--- config.mk ---
export PLATFORM = sky130hd
export DESIGN_NAME = text_ram_arbiter
export DESIGN_NICKNAME = d
export VERILOG_FILES = /design/src/rtl/text_pkg.sv /design/src/rtl/text_wr_fifo.sv /design/src/rtl/text_ram_arbiter.sv
export SDC_FILE = /design/constraint.sdc
export NUM_CORES = 1
export LEC_CHECK = 0
export CAP_MARGIN = 20
export CORE_UTILIZATION = 40
export CTS_CLUSTER_SIZE = 10
export DETAILED_ROUTE_END_ITERATION = 8
export GPL_TIMING_DRIVEN = 1
export PLACE_DENSITY = 0.71
export SYNTH_ARGS = -nofsm -noshare
export SYNTH_HDL_FRONTEND = slang
export SYNTH_SLANG_ARGS = --single-unit
--- constraint.sdc ---
create_clock -name i_clk -period 2.8 [get_ports i_clk]
set_clock_uncertainty 0.1 [all_clocks]
set_input_delay 0.56 -clock i_clk [delete_from_list [all_inputs] [get_ports i_clk]]
set_output_delay 0.56 -clock i_clk [all_outputs]
set_load 0.01 [all_outputs]
--- src/rtl/text_pkg.sv ---
// Shared definitions for the text RAM arbiter: default widths, clear fill code
// and the clear FSM state encoding.
package text_pkg;

    localparam int ADDR_W_DEF = 11;
    localparam int DATA_W_DEF = 8;
    localparam logic [7:0] CLR_CHAR_DEF = 8'h20;

    typedef enum logic {
        CLR_IDLE = 1'b0,
        CLR_RUN  = 1'b1
    } clr_state_t;

endpackage

--- src/rtl/text_wr_fifo.sv ---
// Host write queue for the text RAM arbiter: power-of-2 depth circular buffer
// with an occupancy count from which full and empty are derived.
module text_wr_fifo #(
    parameter  int WIDTH = 19,
    parameter  int DEPTH = 4,
    localparam int PTR_W = (DEPTH > 1) ? $clog2(DEPTH) : 1,
    localparam int CNT_W = $clog2(DEPTH + 1)
) (
    input  logic             clk,
    input  logic             rst,
    input  logic             push,
    input  logic             pop,
    input  logic [WIDTH-1:0] push_data,
    output logic [WIDTH-1:0] data,
    output logic [CNT_W-1:0] count,
    output logic             full,
    output logic             empty
);

    logic [WIDTH-1:0] mem [DEPTH];
    logic [PTR_W-1:0] wr_ptr;
    logic [PTR_W-1:0] rd_ptr;
    logic             push_ok;
    logic             pop_ok;

    assign full    = (count == CNT_W'(DEPTH));
    assign empty   = (count == '0);
    assign push_ok = push && !full;
    assign pop_ok  = pop && !empty;
    assign data    = mem[rd_ptr];

    // Pointers wrap naturally because DEPTH is a power of two.
    always_ff @(posedge clk or posedge rst) begin
        if (rst) begin
            wr_ptr <= '0;
            rd_ptr <= '0;
            count  <= '0;
        end else begin
            if (push_ok) wr_ptr <= wr_ptr + 1'b1;
            if (pop_ok)  rd_ptr <= rd_ptr + 1'b1;
            case ({push_ok, pop_ok})
                2'b10:   count <= count + 1'b1;
                2'b01:   count <= count - 1'b1;
                default: count <= count;
            endcase
        end
    end

    always_ff @(posedge clk) begin
        if (push_ok) mem[wr_ptr] <= push_data;
    end

endmodule

--- src/rtl/text_ram_arbiter.sv ---
// Single-port text RAM arbiter: display fetch > queued host write > screen clear.
// The screen-clear engine is built only when TEXT_CLEAR_EN is defined.
module text_ram_arbiter
    import text_pkg::*;
#(
    parameter int                ADDR_W     = ADDR_W_DEF,
    parameter int                DATA_W     = DATA_W_DEF,
    parameter int                FIFO_DEPTH = 4,
    parameter int                CELLS      = 2000,
    parameter logic [DATA_W-1:0] CLR_CHAR   = DATA_W'(CLR_CHAR_DEF)
) (
    input  logic              i_clk,
    input  logic              i_rst,
    input  logic              i_lcden,
    input  logic [ADDR_W-1:0] i_cellnum,
    input  logic              i_wr_req,
    input  logic [ADDR_W-1:0] i_wr_addr,
    input  logic [DATA_W-1:0] i_wr_data,
    output logic              o_wr_full,
    input  logic              i_clr_req,
    output logic              o_clr_busy,
    output logic [ADDR_W-1:0] o_ram_addr,
    output logic              o_ram_we,
    output logic [DATA_W-1:0] o_ram_wdata,
    output logic              o_ram_rd,
    output logic              o_busy
);

    localparam int CNT_W = $clog2(FIFO_DEPTH + 1);

    logic                     fetch;
    logic                     wr_grant;
    logic                     clr_grant;
    logic [ADDR_W-1:0]        clr_addr;
    logic [ADDR_W-1:0]        last_addr;
    logic                     last_valid;
    logic                     push;
    logic [ADDR_W+DATA_W-1:0] head;
    logic [CNT_W-1:0]         count;
    logic                     full;
    logic                     empty;

    assign fetch    = i_lcden && (!last_valid || (i_cellnum != last_addr));
    assign push     = i_wr_req && !full;
    assign wr_grant = !fetch && !empty;

    text_wr_fifo #(
        .WIDTH (ADDR_W + DATA_W),
        .DEPTH (FIFO_DEPTH)
    ) u_fifo (
        .clk       (i_clk),
        .rst       (i_rst),
        .push      (push),
        .pop       (wr_grant),
        .push_data ({i_wr_addr, i_wr_data}),
        .data      (head),
        .count     (count),
        .full      (full),
        .empty     (empty)
    );

    // Queue status comes straight from the registered occupancy count.
    assign o_wr_full = full;
    assign o_busy    = (count != '0);

    // Any cycle with the display off forgets the last fetch, so re-enabling
    // always refetches even when the cell index is unchanged.
    always_ff @(posedge i_clk or posedge i_rst) begin
        if (i_rst) begin
            last_addr  <= '0;
            last_valid <= 1'b0;
        end else if (!i_lcden) begin
            last_valid <= 1'b0;
        end else if (fetch) begin
            last_addr  <= i_cellnum;
            last_valid <= 1'b1;
        end
    end

`ifdef TEXT_CLEAR_EN
    localparam logic [ADDR_W-1:0] CLR_LAST = ADDR_W'(CELLS - 1);

    clr_state_t clr_state;
    clr_state_t clr_next;

    assign clr_grant  = !fetch && empty && (clr_state == CLR_RUN);
    assign o_clr_busy = (clr_state == CLR_RUN);

    always_ff @(posedge i_clk or posedge i_rst) begin
        if (i_rst) begin
            clr_state <= CLR_IDLE;
            clr_addr  <= '0;
        end else begin
            clr_state <= clr_next;
            if (clr_grant) clr_addr <= (clr_addr == CLR_LAST) ? '0 : clr_addr + 1'b1;
        end
    end

    always_comb begin
        clr_next = clr_state;
        case (clr_state)
            CLR_IDLE: if (i_clr_req) clr_next = CLR_RUN;
            CLR_RUN:  if (clr_grant && (clr_addr == CLR_LAST)) clr_next = CLR_IDLE;
            default:  clr_next = CLR_IDLE;
        endcase
    end
`else
    logic unused_clr;

    assign unused_clr = ^{i_clr_req, CLR_CHAR, CELLS[0]};
    assign clr_grant  = 1'b0;
    assign clr_addr   = '0;
    assign o_clr_busy = 1'b0;
`endif

    // The granted access is registered so the RAM sees it one cycle later.
    always_ff @(posedge i_clk or posedge i_rst) begin
        if (i_rst) begin
            o_ram_addr  <= '0;
            o_ram_we    <= 1'b0;
            o_ram_wdata <= '0;
            o_ram_rd    <= 1'b0;
        end else begin
            o_ram_addr  <= '0;
            o_ram_we    <= 1'b0;
            o_ram_wdata <= '0;
            o_ram_rd    <= 1'b0;
            if (fetch) begin
                o_ram_rd   <= 1'b1;
                o_ram_addr <= i_cellnum;
            end else if (wr_grant) begin
                o_ram_we    <= 1'b1;
                o_ram_addr  <= head[ADDR_W+DATA_W-1:DATA_W];
                o_ram_wdata <= head[DATA_W-1:0];
            end else if (clr_grant) begin
                o_ram_we    <= 1'b1;
                o_ram_addr  <= clr_addr;
                o_ram_wdata <= CLR_CHAR;
            end
        end
    end

endmodule

Yosys cells after proc, flatten, opt, wreduce, memory -nomap -nowiden
Memories as Yosys holds them, arrays and structs flattened.
Index checks and enable logic that the tools add are counted.
{ "word_totals": {"word_cells": 45, "out_inout_bits": 24, "reg_bits": 40, "n_memories": 1, "mem_bits_rw": 76, "inputBits": 35} }
{ "memory_table": {"columns": ["memory", "depth", "width", "read_ports", "rd_clocked_by_memory_dff", "write_ports", "line_no", "text"], "rows": [
  ["u_fifo.mem", 4, 19, 1, 0, 1, "text_wr_fifo.sv:20", "logic [WIDTH-1:0] mem [DEPTH];"]
]} }
{ "classes": {"eq_ne": 5, "mux": 12, "n_reduce_logical": 14, "n_addsub": 4} }
{ "op_table": {"columns": ["cell", "n"], "rows": [
  ["two-way mux 11 bit", 2],
  ["two-way mux 8 bit", 2],
  ["!= test 11 bit", 1],
  ["two-way mux 1 bit", 7],
  ["one-hot mux 3 bit (2 select lines)", 1],
  ["logical AND 1 bit", 5],
  ["adder 2 x 1 -> 2 bit (second input constant)", 2],
  ["zero test 1 bit", 4],
  ["adder 3 x 1 -> 3 bit (second input constant)", 1],
  ["equality test 3 bit (second input constant)", 1],
  ["zero test 3 bit", 1],
  ["nonzero test 3 bit", 1],
  ["subtractor 3 x 1 -> 3 bit (second input constant)", 1],
  ["equality test 2 x 1 -> 1 bit (second input constant)", 1],
  ["equality test 2 bit (second input constant)", 1],
  ["!= test 2 x 1 -> 1 bit (second input constant)", 1],
  ["AND reduction 2 bit", 1],
  ["nonzero test 2 bit", 1],
  ["logical OR 1 bit", 1]
]} }

Depth between registers and ports, before layout
{ "logic_depth": {"ltp_word": 8, "depth_mapped": 10, "mapped_depth_nobuf": 9} }

Cells and area by module
Synthesis repeated with hierarchy kept, for this count alone.
{ "hier_totals": {"hier_cells": 239, "area_unflattened_um2": 4678.2} }
{ "modules_own_cells": {"columns": ["module", "cells_each", "instances", "seq_area_each_um2", "area_per_inst_um2"], "rows": [
  ["text_wr_fifo", 137, 1, 2457.4, 3189.3],
  ["text_ram_arbiter", 102, 1, 825.8, 1488.9]
]} }

Worst setup path before layout
Ideal clock, no wire load.
{ "synth_path": {"path_kind": "input to register", "startpoint": "input port i_cellnum[9]", "endpoint": "register u_fifo.count[1]", "required_time_ns": 2.575, "arrival_time_ns": 2.430, "setup_slack_ns": 0.146, "setup_time_ns": 0.125, "n_path_buf": 1, "stages": 8, "cell_sequence": "xor2_1 > nor4_4 > a31oi_2 > buf_2 > nor2_1 > ha_1 > fa_1 > mux2_2"} }
{ "synth_between": {"elab_chain_cells": 8, "word_cells_on_any_way": 10, "cone_classes": "3 x eq/ne; 1 x mux; 6 x reduce/logical"} }
{ "synth_lines": {"columns": ["element", "line_no", "text"], "rows": [
  ["from (decl)", "text_ram_arbiter.sv:15", "input logic [ADDR_W-1:0] i_cellnum,"],
  ["!= test 11 bit (*)", "text_ram_arbiter.sv:43", "assign fetch = i_lcden && (!last_valid || (i_cellnum != last_addr));"],
  ["logical OR 1 bit (*)", "text_ram_arbiter.sv:43", null],
  ["logical AND 1 bit (*)", "text_ram_arbiter.sv:43", null],
  ["net fetch", "text_ram_arbiter.sv:31", "logic fetch;"],
  ["zero test 1 bit (*)", "text_ram_arbiter.sv:45", "assign wr_grant = !fetch && !empty;"],
  ["logical AND 1 bit (*)", "text_ram_arbiter.sv:45", null],
  ["logical AND 1 bit (*)", "text_wr_fifo.sv:29", "assign pop_ok = pop && !empty;"],
  ["net u_fifo.pop_ok", "text_wr_fifo.sv:24", "logic pop_ok;"],
  ["equality test 2 x 1 -> 1 bit or equality test 2 bit (tied branches)", "text_wr_fifo.sv:41", "case ({push_ok, pop_ok})"],
  ["one-hot mux 3 bit (2 select lines) or nonzero test 2 bit (tied branches)", null, null],
  ["to (signal assigned)", "text_wr_fifo.sv:42", "2'b10: count <= count + 1'b1;"],
  ["to (signal assigned)", "text_wr_fifo.sv:43", "2'b01: count <= count - 1'b1;"],
  ["to (signal assigned)", "text_wr_fifo.sv:44", "default: count <= count;"],
  ["to (decl)", "text_wr_fifo.sv:15", "output logic [CNT_W-1:0] count,"]
]} }
The timed path passes the listed nets; every way through them passes the cells marked *.
A chain may end at the register's enable or synchronous reset.

Worst setup path in the final report
{ "layout_path": {"startpoint": "input port i_cellnum[0]", "endpoint": "register u_fifo.count[1]"} }
{ "layout_between": {"elab_chain_cells": 8, "word_cells_on_any_way": 10, "cone_classes": "3 x eq/ne; 1 x mux; 6 x reduce/logical"} }
{ "layout_lines": {"columns": ["element", "line_no"], "rows": [
  ["!= test 11 bit (*)", "text_ram_arbiter.sv:43"],
  ["logical OR 1 bit (*)", "text_ram_arbiter.sv:43"],
  ["logical AND 1 bit (*)", "text_ram_arbiter.sv:43"],
  ["zero test 1 bit (*)", "text_ram_arbiter.sv:45"],
  ["logical AND 1 bit (*)", "text_ram_arbiter.sv:45"],
  ["logical AND 1 bit (*)", "text_wr_fifo.sv:29"],
  ["net u_fifo.pop_ok", "text_wr_fifo.sv:24"],
  ["equality test 2 x 1 -> 1 bit or equality test 2 bit (tied branches)", "text_wr_fifo.sv:41"],
  ["one-hot mux 3 bit (2 select lines) or nonzero test 2 bit (tied branches)", null]
]} }
Marked as above.

==> metrics.yaml <==
switching_share_pct: 28.11
hp-start: "u_fifo.count[2]"
hold_viol: 0
clock_latency_ps: 400
cp-startpoint: "i_cellnum[0]"
io_buffers: 56
coreArea_um2: 11080
min_period_ps: 2607
synthSimpleGateAreaFrac_pct: 6.149
die_width_um: 109.7
crit_path_end: "u_fifo.count[1]"
power_frac_seq_pct: 40.2
r2r_slack_ps: 390
initial_core_util_pct: 41.88
critPathCaptureType: "flop"
slew_headroom_pct: 30.79
fmax_mhz: 383.6
cts_tree: "done"
setup_viol: 0
layout_commonest_cell: "edfxtp_1"
rr_worst_depth: 7
avgSynthCellArea_um2: 17.25
status: "finished clean"
dieArea_um2: 12030
cts.clk_slew.worst_paths_ps: 60
grt_util_all_layers_pct: 16.55
grt_pass1_wl_um: 13790
required_ps: 2990
met3WireLength_um: 333
syn_inst: 269
combPwrFrac_pct: 24.5
cts_resized: 0
leakagePower_nw: 2.381
num_rows: 38
holdPathStages: 1
synth_top_family_by_area: "multiplexers"
p_per_area_nw_per_um2: 992.0
cts_hold_buffers: 0
syn2layout_area_growth_pct: 31.18
cap_violations: 0
synth.area.mux_share_pct: 14.51
die_y_um: 109.7
ant_nets: 0
wl_met1_um: 3657
report.final.slew_viol_count: 0
p_clk_share_pct: 35.3
finalHoldWorstSlack_ps: 402.7
grt.overflow.total: 0
arrival_ps: 2800
num_vias: 2493
drt-total-wl_um: 8665
fill_cells: 887
drt_pass1_iterations: 4
dp_hpwl_um: 5355
root_buffer: "clkbuf_16"
synth_xor_area_share_pct: 2.832
first_global_vias: 2646
place.gp.congestion: 0.6878
vias_per_cell: 4.898
synthAdderAreaFrac_pct: 1.780
tightest_slew_ps: 1038
synth_area_um2: 4639
io_pins: 59
final_cell_mix: "76 x edfxtp_1, 56 x clkdlybuf4s50_1, 40 x dfrtp_1, 25 x buf_4, 22 x nand2_1"
fin_total_pwr_mw: 6.037
setup.worst_path.start_class: "input port"
drc_errors: 0
seq_area_frac_synth_pct: 70.77
cts_sinks: 116
rsz0062_at_grt: "false"
period_share_pct: 93.11
synth_compound_area_share_pct: 0.9709
synth_cell_types: 36
wl_met2_um: 4516
synth_seq_cells: 116
switchingPower_mw: 1.697
hold_class: "flop to flop"
intPower_mw: 4.340
n_antenna_cell: 0
cts_buffer_depth: 2
cts_buffers: 17
grt_max_degree: 41
first_iter_violations: 169
path_max_fanout: 2
syn_nets: 310
layout.nets: 397
ir_drop_uv: 443.1
htree_levels: 4
wl_per_cell_um: 17.02
r2r-end: "u_fifo.count[1]"
critical_path_class: "input port to flop"
top_layer_used: "met4"
cts_setup_buffers: 0
drive_gt1_share_pct: 24.66
antenna_found_initial: 0
yosysWarnings: 0
reg2reg_from: "last_addr[9]"
[final cells by class]
cell class	count	area [um^2]	area share (%)
Clock buffer	17	425.4	6.990
Clock inverter	15	165.2	2.714
Inverter	18	67.56	1.110
Multi-Input combinational cell	122	1221	20.07
Sequential cell	116	3283	53.95
Tap cell	140	175.2	2.878
Timing Repair Buffer	81	748.2	12.29
[layer usage]
| layer | track usage, % | vias up |
|---|---|---|
| met5 | 0 | - |
| met4 | 7.714 | 0 |
| met3 | 5.394 | 12 |
| met2 | 28.08 | 58 |
| met1 | 19.00 | 1268 |
| li1 | - | 1155 |
[per-stage QoR]
stage	worst slack, ps	cells	TNS, ps	instance area, um^2	utilization, %
6_report	192.9	509	0	6086	54.94
5_1_grt	82.98	509	0	6086	54.94
4_1_cts	175.0	509	0	6086	54.94
3_5_place_dp	-199.7	477	-390.9	5495	49.60
3_3_place_gp	-175.9	477	-346.7	5495	49.60
2_1_floorplan	145.6	269	0	4639	-
[how the worst min path moves through the flow]
stage	to
2_1_floorplan	u_fifo.count[2]
4_1_cts	u_fifo.count[2]
6_report	u_fifo.count[2]
5_1_grt	u_fifo.count[2]
3_3_place_gp	u_fifo.count[2]
3_5_place_dp	u_fifo.count[2]
[power groups by stage]
| stage | combinational [mW] | clock, mW | sequential (mW) |
|---|---|---|---|
| final | 1.48 | 2.13 | 2.43 |
| after global routing | 1.63 | 2.23 | 2.47 |
| after CTS | 1.51 | 2.16 | 2.43 |
| after detailed placement | 1.49 | 0 | 2.46 |
| after global placement | 1.46 | 0 | 2.44 |
| after floorplan | 0.896 | 0 | 2.44 |
[synth_stat cells]
master / instances / area, um^2
inv_1: 18 / 67.56
mux4_2: 19 / 427.9
or3b_1: 1 / 8.760
nor3_1: 1 / 5.000
a21oi_1: 2 / 10.01
xnor2_1: 6 / 52.55
ha_1: 5 / 62.56
o2111ai_1: 1 / 8.760
nand2_1: 22 / 82.58
buf_4: 2 / 15.01
nand4_1: 2 / 12.51
nor4_4: 2 / 42.54
and2_0: 1 / 6.260
buf_1: 2 / 7.510
nand2b_1: 2 / 12.51
buf_2: 3 / 15.01
nor2_1: 10 / 37.54
edfxtp_1: 76 / 2282
fa_1: 1 / 20.02
conb_1: 1 / 3.750
clkbuf_1: 5 / 18.77
nand3_1: 1 / 5.000
a31oi_2: 1 / 12.51
nor3b_1: 1 / 7.510
and2_1: 4 / 25.02
nor2b_1: 1 / 6.260
and3_1: 1 / 6.260
and4_1: 2 / 17.52
dfrtp_1: 40 / 1001
o21ai_0: 1 / 5.000
mux2_2: 12 / 135.1
nor3_2: 1 / 10.01
o221ai_1: 1 / 8.760
mux2i_1: 11 / 110.1
buf_6: 1 / 11.26
xor2_1: 9 / 78.83
[cells by family after synthesis]
group                      after synthesis
xor gates and xnor gates                15
buffers and inverters                   31
DFF                                    116
other                                    1
adders and majority gates                6
and+or+nand+nor                         52
muxes                                   42
AOI/OAI and AO/OA                        6
[sequential cells by signal, summed over array words and instances, names as in the netlist, 2 cells and up]
name,cells
u_fifo.mem,76
last_addr,11
o_ram_addr,11
o_ram_wdata,8
u_fifo.count,3
u_fifo.rd_ptr,2
u_fifo.wr_ptr,2
[critical path: stages]
cell and delay (ps):
clkdlybuf4s50_1 440, xor2_1 190, nor4_4 340, a31oi_2 170, nor2_1 190, ha_1 230
fa_1 420, mux2_2 260
No activity file was read; power rests on OpenSTA's default activity.
